**config.mk**
```make
export PLATFORM = sky130hd
export DESIGN_NAME = motor_input_cond
export DESIGN_NICKNAME = d
export VERILOG_FILES = /design/src/rtl/motor_input_cond.sv
export SDC_FILE = /design/constraint.sdc
export NUM_CORES = 1
export LEC_CHECK = 0
export CELL_PAD_IN_SITES_DETAIL_PLACEMENT = 0
export CELL_PAD_IN_SITES_GLOBAL_PLACEMENT = 1
export CORE_MARGIN = 8
export CORE_UTILIZATION = 50
export DETAILED_ROUTE_END_ITERATION = 10
export PLACE_DENSITY_LB_ADDON = 0.1
export RECOVER_POWER = 100
export SLEW_MARGIN = 20
export SYNTH_ARGS = -nofsm -noshare
export SYNTH_HDL_FRONTEND = slang
export SYNTH_SLANG_ARGS = --single-unit
```
**constraint.sdc**
```tcl
create_clock -name clk -period 3.7 [get_ports clk]
set_clock_uncertainty 0.1 [all_clocks]
set_input_delay 0.555 -clock clk [delete_from_list [all_inputs] [get_ports clk]]
set_output_delay 0.555 -clock clk [all_outputs]
set_load 0.01 [all_outputs]
```
**src/rtl/motor_input_cond.sv**
```systemverilog
// motor_input_cond: sync/debounce of button and limit switches, activate pulse, limit fault; optional lockout via MOTOR_INPUT_COND_LOCKOUT_EN
module motor_input_cond #(
  parameter int DEB_CYCLES = 1000,
  parameter int CNT_W = 10,
  parameter int RAW_ACTIVE_LOW = 1,
  parameter int LOCKOUT_CYCLES = 50000
) (
  input  logic clk,
  input  logic rst_n,
  input  logic btn_raw,
  input  logic dn_sw_raw,
  input  logic up_sw_raw,
  output logic activate,
  output logic dn_limit,
  output logic up_limit,
  output logic btn_level,
  output logic limit_fault
);
  localparam logic [2:0] INV = (RAW_ACTIVE_LOW != 0) ? 3'b111 : 3'b000;
  localparam logic [CNT_W-1:0] LAST = CNT_W'(DEB_CYCLES - 1);
  if (DEB_CYCLES < 2 || DEB_CYCLES > (1 << CNT_W) - 1) begin : g_bad_cnt_w
    $error("CNT_W too small for DEB_CYCLES");
  end
  logic [2:0] raw, meta, s, d;
  logic [CNT_W-1:0] c [3];
  logic btn_prev, rise, fire;
  assign raw = {up_sw_raw, dn_sw_raw, btn_raw} ^ INV;
  assign btn_level = d[0];
  assign dn_limit = d[1];
  assign up_limit = d[2];
  always_ff @(posedge clk or negedge rst_n)
    if (!rst_n) begin
      meta <= '0;
      s <= '0;
      d <= '0;
      for (int k = 0; k < 3; k++) c[k] <= '0;
    end else begin
      meta <= raw;
      s <= meta;
      for (int k = 0; k < 3; k++)
        if (s[k] == d[k]) c[k] <= '0;
        else if (c[k] == LAST) begin
          d[k] <= s[k];
          c[k] <= '0;
        end else c[k] <= c[k] + 1'b1;
    end
  // an edge coinciding with the fault being registered is also dropped
  assign rise = d[0] & ~btn_prev & ~limit_fault & ~(d[1] & d[2]);
`ifdef MOTOR_INPUT_COND_LOCKOUT_EN
  localparam int LW = $clog2(LOCKOUT_CYCLES + 2);
  logic [LW-1:0] lock;
  assign fire = rise & (lock == '0);
  always_ff @(posedge clk or negedge rst_n)
    if (!rst_n) lock <= '0;
    else lock <= fire ? LW'(LOCKOUT_CYCLES) : (lock != '0 ? lock - 1'b1 : lock);
`else
  assign fire = rise;
`endif
  always_ff @(posedge clk or negedge rst_n)
    if (!rst_n) begin
      btn_prev <= 1'b0;
      activate <= 1'b0;
      limit_fault <= 1'b0;
    end else begin
      btn_prev <= d[0];
      activate <= fire;
      limit_fault <= d[1] & d[2];
    end
endmodule

```
# Word-level counts from Yosys, hierarchy flattened
# Cells that the tools add are included.
[totals]
ff_bits = 42
in_bits = 5
output_inout_bits = 5
elab_cells = 40
[op_classes]
add_sub_neg = 3
n_eq_ne = 6
n_mux = 6
bitwise = 11
reduce_logical = 3
[ops]
columns = ["cell", "n"]
rows = [
  ["2-to-1 mux 10 bit", 6],
  ["adder 10 x 1 -> 10 bit, second input constant", 3],
  ["equality test 10 bit, second input constant", 3],
  ["NOT 1 bit", 6],
  ["AND reduction 2 bit", 3],
  ["AND 1 bit", 4],
  ["equality test 1 bit", 3],
  ["NOT 3 bit", 1],
]

# Longest topological paths before layout
# Gate-level depths: netlist (run 1).
[logic_depth]
depth_word = 4
ltp_mapped = 5
ltp_nobuf = 5

# Worst setup path before layout (run 1)
# OpenSTA, ideal clock, no wires.
[synth_timing]
path_kind = "register to register"
startpoint = "register c[10] (netlist name)"
endpoint = "register c[17] (netlist name)"
setup_time_ps = 124
arrival_ps = 1338
required_ps = 3476
slack_ps = 2139
stages_incl_launch_ff = 6
path_buffers = 0
synth_period_minus_slack_ps = 1561
path_cell_list = "dfrtp_1 > ha_1 > nand2_2 > nor4b_4 > a311oi_1 > o31a_1"
[synth_between]
elab_chain_cells = 3
word_cells_on_any_way = 4
cone_classes = "add/sub (1); eq/ne (1); mux (2)"
[synth_lines]
columns = ["item", "line", "source"]
rows = [
  ["start, declared", "25", "logic [CNT_W-1:0] c [3];"],
  ["start signal, assigned by index", "45", "end else c[k] <= c[k] + 1'b1;"],
  ["adder 10 x 1 -> 10 bit or equality test 10 bit (tied branches)", "45, 42", ""],
  ["2-to-1 mux 10 bit *", "42", "else if (c[k] == LAST) begin"],
  ["2-to-1 mux 10 bit *", "41", "if (s[k] == d[k]) c[k] <= '0;"],
]
# Mark *: on every way between the ends. The rest lies on a longest branch, timed or not.
# A chain may end at the register's enable or synchronous reset.

==> flow_metrics.env, run 1 <==
export IMPL_outcome="complete, but fails checks"
export IMPL_violations="capacitance limit, slew limit"
export IMPL_cts_resized=0
export IMPL_use_met1_pct=14.9
export IMPL_fin_crit_ps=2270
export IMPL_fin_nets=208
export IMPL_wl_per_cell_um=13.9
export IMPL_area_growth_pct=10.5
export IMPL_syn_instance_count=184
export IMPL_grt_pass1_vias=1331
export IMPL_drc_errors=0
export IMPL_yosysUniqueCellTypes=37
export IMPL_synthSimpleGateAreaFrac_pct=25.6
export IMPL_swShare_pct=22.5
export IMPL_p_clk_share_pct=36.7
export IMPL_io_buffers=9
export IMPL_n_antenna_cell=0
export IMPL_fp_row_count=22
export IMPL_slew_violations=43
export IMPL_path_delay_family="buffers and inverters"
export IMPL_grt_max_degree=43
export IMPL_synth_compound_area_share_pct=8.08
export IMPL_antenna_left=0
export IMPL_synth_nets=192
export IMPL_yosysTopAreaCell="dfrtp_1"
export IMPL_cp_max_fo=42
export IMPL_rsz0062_at_grt="no"
export IMPL_synth_seq_area_share_pct=53.8
export IMPL_routed_via_density=5.29
export IMPL_cp_slowest_cell="clkbuf_1"
export IMPL_busiest_layer="met2"
export IMPL_avgSynthCellArea_um2=10.6
export IMPL_cts_tree="done"
export IMPL_ys_warn_count=0
export IMPL_antenna_found_initial=0
export IMPL_die_y_um=78.5
export IMPL_dieArea_um2=6160
export IMPL_crit_type="in -> async"
export IMPL_setup_worst_path_end_class="asynchronous set/reset pin"
export IMPL_yosys_area_top_type_share_pct=53.8
export IMPL_hold_buffers=0
export IMPL_synth_mux_area_share_pct=1.73
export IMPL_cts_sinks=42
export IMPL_grt_pass1_wl_um=6030
export IMPL_drt_iter0_markers=65
export IMPL_crit_required_ps=3550
export IMPL_utilization_pct=58.0
export IMPL_setup_viol=0
export IMPL_synthAdderAreaFrac_pct=1.92
export IMPL_timing_final_crit_share_pct=61.4
export IMPL_synth_ff_type="dfrtp_1"
export IMPL_p_int_w=0.000633
export IMPL_yosys_top_cells_area="dfrtp_1 (54%), nor2_1 (5.2%), xor2_1 (4.5%), nand3_1 (4.1%), xnor2_1 (3.1%)"
export IMPL_coreArea_um2=3720
export IMPL_wl_um=3460
export IMPL_clock_root_buffer="clkbuf_8"
export IMPL_cts_buffer_depth=2
export IMPL_critPathArrivalTime_ps=2120
export IMPL_critPathBufInv=1
export IMPL_netlist_area_um2=1950
export IMPL_hold_viol=0
export IMPL_clk_pin_slew_ps=80
export IMPL_p_seq_share_pct=59.0
export IMPL_ctsHtreeMaxLevel=2
export IMPL_ir_drop_uv=299
export IMPL_cts_buffers=5
export IMPL_synth_top_family_by_area="simple AND/OR/NAND/NOR gates"
export IMPL_setup_tns_ps=0
export IMPL_vias=1316
export IMPL_comb_power_share_pct=4.3
export IMPL_critPathLaunchType="input port"
export IMPL_grt_ovfl_total=0
export IMPL_max_slew_margin_pct=-47.0
export IMPL_postCtsSetupRepairBufs=0
export IMPL_grtUsageMet3_pct=3.42
export IMPL_routabilityCongestion=0.836
export IMPL_dp_hpwl_um=2530
export IMPL_cpPeakStageDelay_ps=1540
export IMPL_hold_slack_ps=256
export IMPL_ys_ff_latch=42
export IMPL_power_density_nw_per_um2=378
export IMPL_ioPinCount=10
export IMPL_fmax_ghz=0.440
export IMPL_clock_latency_ps=280
export IMPL_dr_pass1_iters=4
export IMPL_power_leakage_nw=0.944
export IMPL_crit_chain="clkbuf_1"
export IMPL_die_w_um=78.5
export IMPL_met2_usage_pct=19.9
export IMPL_hp_class="reg -> reg"
export IMPL_synthArstFlopShare_pct=100
export IMPL_switching_power_w=0.000183
export IMPL_start_util_pct=52.5
export IMPL_synthXorXnorAreaFrac_pct=7.63
export IMPL_synth_edf_count=0
export IMPL_drive_gt1_share_pct=5.97
export IMPL_grtUsageTotal_pct=12.1
export IMPL_cap_viol_max_count=1
export IMPL_tightest_slew_ps=2210
cell families (layout without fill, tap and decap cells):
kind of cell    Yosys count  count (layout)
buf+inv                   6              23
fa+ha+maj                 3               3
mux                       3               3
flops                    42              42
xor+xnor                 17              17
compound gates           22              22
simple gates             91              91
layout make-up:
class / instances / area, um2
multi-input cells: 136 / 845
fillers: 349 / 1560
clock inverters: 2 / 12.5
inverters: 6 / 22.5
well taps: 48 / 60.1
flip-flops and latches: 42 / 1050
clock buffers: 6 / 82.6
repair buffers: 9 / 83.8
metrics by stage:
| stage | instance area [um2] | setup slack (ps) | cells | total power, W |
|---|---|---|---|---|
| final | 2160 | 1430 | 249 | 0.000816 |
| after global routing | 2160 | 954 | 249 | 0.000853 |
| after global placement | 2100 | 2070 | 241 | 0.000528 |
| after floorplan | 1950 | 2140 | 184 | 0.000509 |
| after CTS | 2190 | 1730 | 249 | 0.000836 |
| after detailed placement | 2100 | 2000 | 241 | 0.000529 |
power by group through the flow:
stage	Combinational, W	Clock (W)	Sequential (W)
2_1_floorplan	0.0000205	0	0.000488
3_3_place_gp	0.0000374	0	0.000490
4_1_cts	0.0000379	0.000316	0.000482
5_1_grt	0.0000422	0.000327	0.000484
6_report	0.0000351	0.000299	0.000482
3_5_place_dp	0.0000376	0	0.000491
cell usage in the layout, fill, tap and decap left out, types with 6 or more instances in the layout:
cell type      Yosys  routed
nand2_1           13      14
a21oi_1            8       8
xnor2_1            7       7
dlygate4sd3_1      0       8
dfrtp_1           42      42
xor2_1            10      10
nor2_1            27      27
inv_1              6       6
and3_1             7       7
clkbuf_8           0       6
nand3_1           16      16
metal layers:
| layer | vias up | routed length, um | share of wire, % |
|---|---|---|---|
| met1 | 630 | 1720 | 50 |
| met5 | - | 0 | 0 |
| met3 | 2 | 83 | 2.4 |
| met4 | 0 | 13 | 0.38 |
| met2 | 11 | 1640 | 47 |
| li1 | 673 | - | - |
synthesized netlist by cell type (all sizes together) (2+ instances only):
cell and count:
o21ai 4, a21oi 8, xor2 10, ha 3
or3 2, xnor2 7, a31oi 2, nand3b 4
nand2 14, inv 6, and3 7, dfrtp 42
nor4 2, nand3 17, nand4 3, nand2b 2
nor4b 2, mux2 3, nor3 2, nor2 28
or2 3, and2 3
final timing paths:
| path | from | endpoint | slack [ps] | depth (start not counted) |
|---|---|---|---|---|
| max reg2reg | c[10] | c[17] | 1790 | 5 |
| max in group clk | d[2] | up_limit | 1680 | 1 |
| max | rst_n | c[13] | 1430 | 1 |
| min | meta[1] | s[1] | 260 | 0 |
| min reg2reg | meta[1] | s[1] | 260 | 0 |
| min in group asynchronous | rst_n | c[4] | 810 | 1 |
sequential cells by signal, summed over array words and instances, names as in the netlist:
signal	cells
c	30
limit_fault	1
btn_prev	1
meta	3
d	3
activate	1
s	3
Note: power is estimated with default switching activity, not from simulation.
==> inputs of run 2 (changes only) <==
Settings changed: CORE_UTILIZATION 50 to 47.
Clock period 3.7 ns to 2.2 ns, I/O delays scaled along.
==> flow_metrics.env, run 2 (synthesis results as in run 1) <==
export IMPL_dr_pass1_iters=4
export IMPL_grt_pass1_vias=1380
export IMPL_hold_viol=0
export IMPL_comb_power_share_pct=4.4
export IMPL_dpl_cell_area_um2=2110
export IMPL_timing_final_crit_share_pct=82.0
export IMPL_cts_resized=0
export IMPL_grtUsageTotal_pct=12.4
export IMPL_slew_violations=0
export IMPL_cts_buffers=5
export IMPL_multi_input_area_um2=860
export IMPL_p_seq_share_pct=56.5
export IMPL_routabilityCongestion=0.800
export IMPL_cts_buffer_depth=2
export IMPL_fin_nets=210
export IMPL_antenna_left=0
export IMPL_drc_errors=0
export IMPL_dieArea_um2=6470
export IMPL_start_util_pct=48.8
export IMPL_cp_slowest_cell="dlygate4sd3_1"
export IMPL_cts_sinks=42
export IMPL_outcome="finished clean"
export IMPL_ioPinCount=10
export IMPL_clock_latency_ps=280
export IMPL_dp_slack_ps=522
export IMPL_swShare_pct=21.0
export IMPL_setup_viol=0
export IMPL_p_int_w=0.00113
export IMPL_grt_pass1_wl_um=6380
export IMPL_cap_viol_max_count=0
export IMPL_die_w_um=80.4
export IMPL_tightest_slew_ps=1010
export IMPL_clock_root_buffer="clkbuf_8"
export IMPL_crit_required_ps=1770
export IMPL_antenna_found_initial=0
export IMPL_stdcell_area_um2=2200
export IMPL_routed_via_density=5.34
export IMPL_critPathArrivalTime_ps=1370
export IMPL_n_antenna_cell=0
export IMPL_fp_row_count=23
export IMPL_rsz0062_at_grt="no"
export IMPL_hold_buffers=0
export IMPL_ctsHtreeMaxLevel=2
export IMPL_grt_max_degree=43
export IMPL_clk_pin_slew_ps=80
export IMPL_final_common_cell="dfrtp_1"
export IMPL_critPathLaunchType="register"
export IMPL_hold_slack_ps=192
export IMPL_ff_latch_area_um2=1050
export IMPL_largest_register_ffs=30
export IMPL_io_buffers=9
export IMPL_drive_gt1_share_pct=7.88
export IMPL_cp_max_fo=5
export IMPL_utilization_pct=55.1
export IMPL_dp_hpwl_um=2500
export IMPL_die_y_um=80.4
export IMPL_largest_register="c"
export IMPL_postCtsSetupRepairBufs=0
export IMPL_fmax_ghz=0.555
export IMPL_final_cell_mix="dfrtp_1 (42), nor2_1 (27), nand3_1 (16), nand2_1 (14), xor2_1 (10)"
export IMPL_path_delay_family="buffers and inverters"
export IMPL_final_setup_worst_slack_ps=397
export IMPL_crit_chain="dlygate4sd3_1"
export IMPL_cts_tree="done"
export IMPL_fin_crit_ps=1800
export IMPL_critPathBufInv=1
export IMPL_vias=1351
export IMPL_cpPeakStageDelay_ps=640
export IMPL_hp_class="in -> async"
export IMPL_max_slew_margin_pct=32.5
export IMPL_setup_worst_path_end_class="output pin"
export IMPL_grt_ovfl_total=0
export IMPL_wl_per_cell_um=13.5
export IMPL_power_density_nw_per_um2=650
export IMPL_area_growth_pct=12.9
export IMPL_drt_iter0_markers=46
export IMPL_crit_type="reg -> out"
export IMPL_switching_power_w=0.000301
export IMPL_coreArea_um2=4000
export IMPL_setup_tns_ps=0
export IMPL_nFillCells=367
export IMPL_wl_um=3410
export IMPL_ir_drop_uv=473
export IMPL_power_leakage_nw=0.967
export IMPL_p_clk_share_pct=39.1
[run 2: worst paths after layout]
kind,from,to,slack (ps),cells after the start
setup / recovery,d[2],up_limit,400,1
hold / removal,rst_n,c[22],190,2
setup reg to reg,c[10],c[17],490,5
hold reg to reg,meta[0],s[0],250,0
max in group asynchronous,rst_n,btn_prev,1190,2
min in group clk,meta[0],s[0],250,0
[run 2: final cells by class]
type | count | area share (%)
Sequential cell | 42 | 47.7
Multi-Input combinational cell | 136 | 39.0
Clock buffer | 8 | 5.00
Timing Repair Buffer | 11 | 4.43
Inverter | 6 | 1.02
Tap cell | 50 | 2.84
[run 2: power groups by stage]
stage	clock, W	sequential [W]	combinational [W]
after detailed placement	0	0.000825	0.0000675
after floorplan	0	0.000821	0.0000345
after CTS	0.000586	0.000809	0.0000681
after global routing	0.000616	0.000813	0.0000728
after global placement	0	0.000824	0.0000664
final	0.000561	0.000809	0.0000628
[run 2: layer usage]
layer	up-vias	track usage, %	wire, um
met5	-	0	0
li1	677	-	-
met3	5	3.68	111
met2	15	19.6	1630
met4	0	4.91	40
met1	654	15.5	1630
[run 2: worst register-to-register path, stage by stage, from the launching register on]
cell	delay (ps)
dfrtp_1	410
ha_1	260
nand2_1	130
nor4b_4	270
a311oi_1	130
o31a_1	310
[run 2: through the flow]
stage | std cells | power [W]
final | 253 | 0.00143
after global routing | 253 | 0.00150
after CTS | 253 | 0.00146
after detailed placement | 245 | 0.000892
after global placement | 245 | 0.000890
after floorplan | 184 | 0.000856
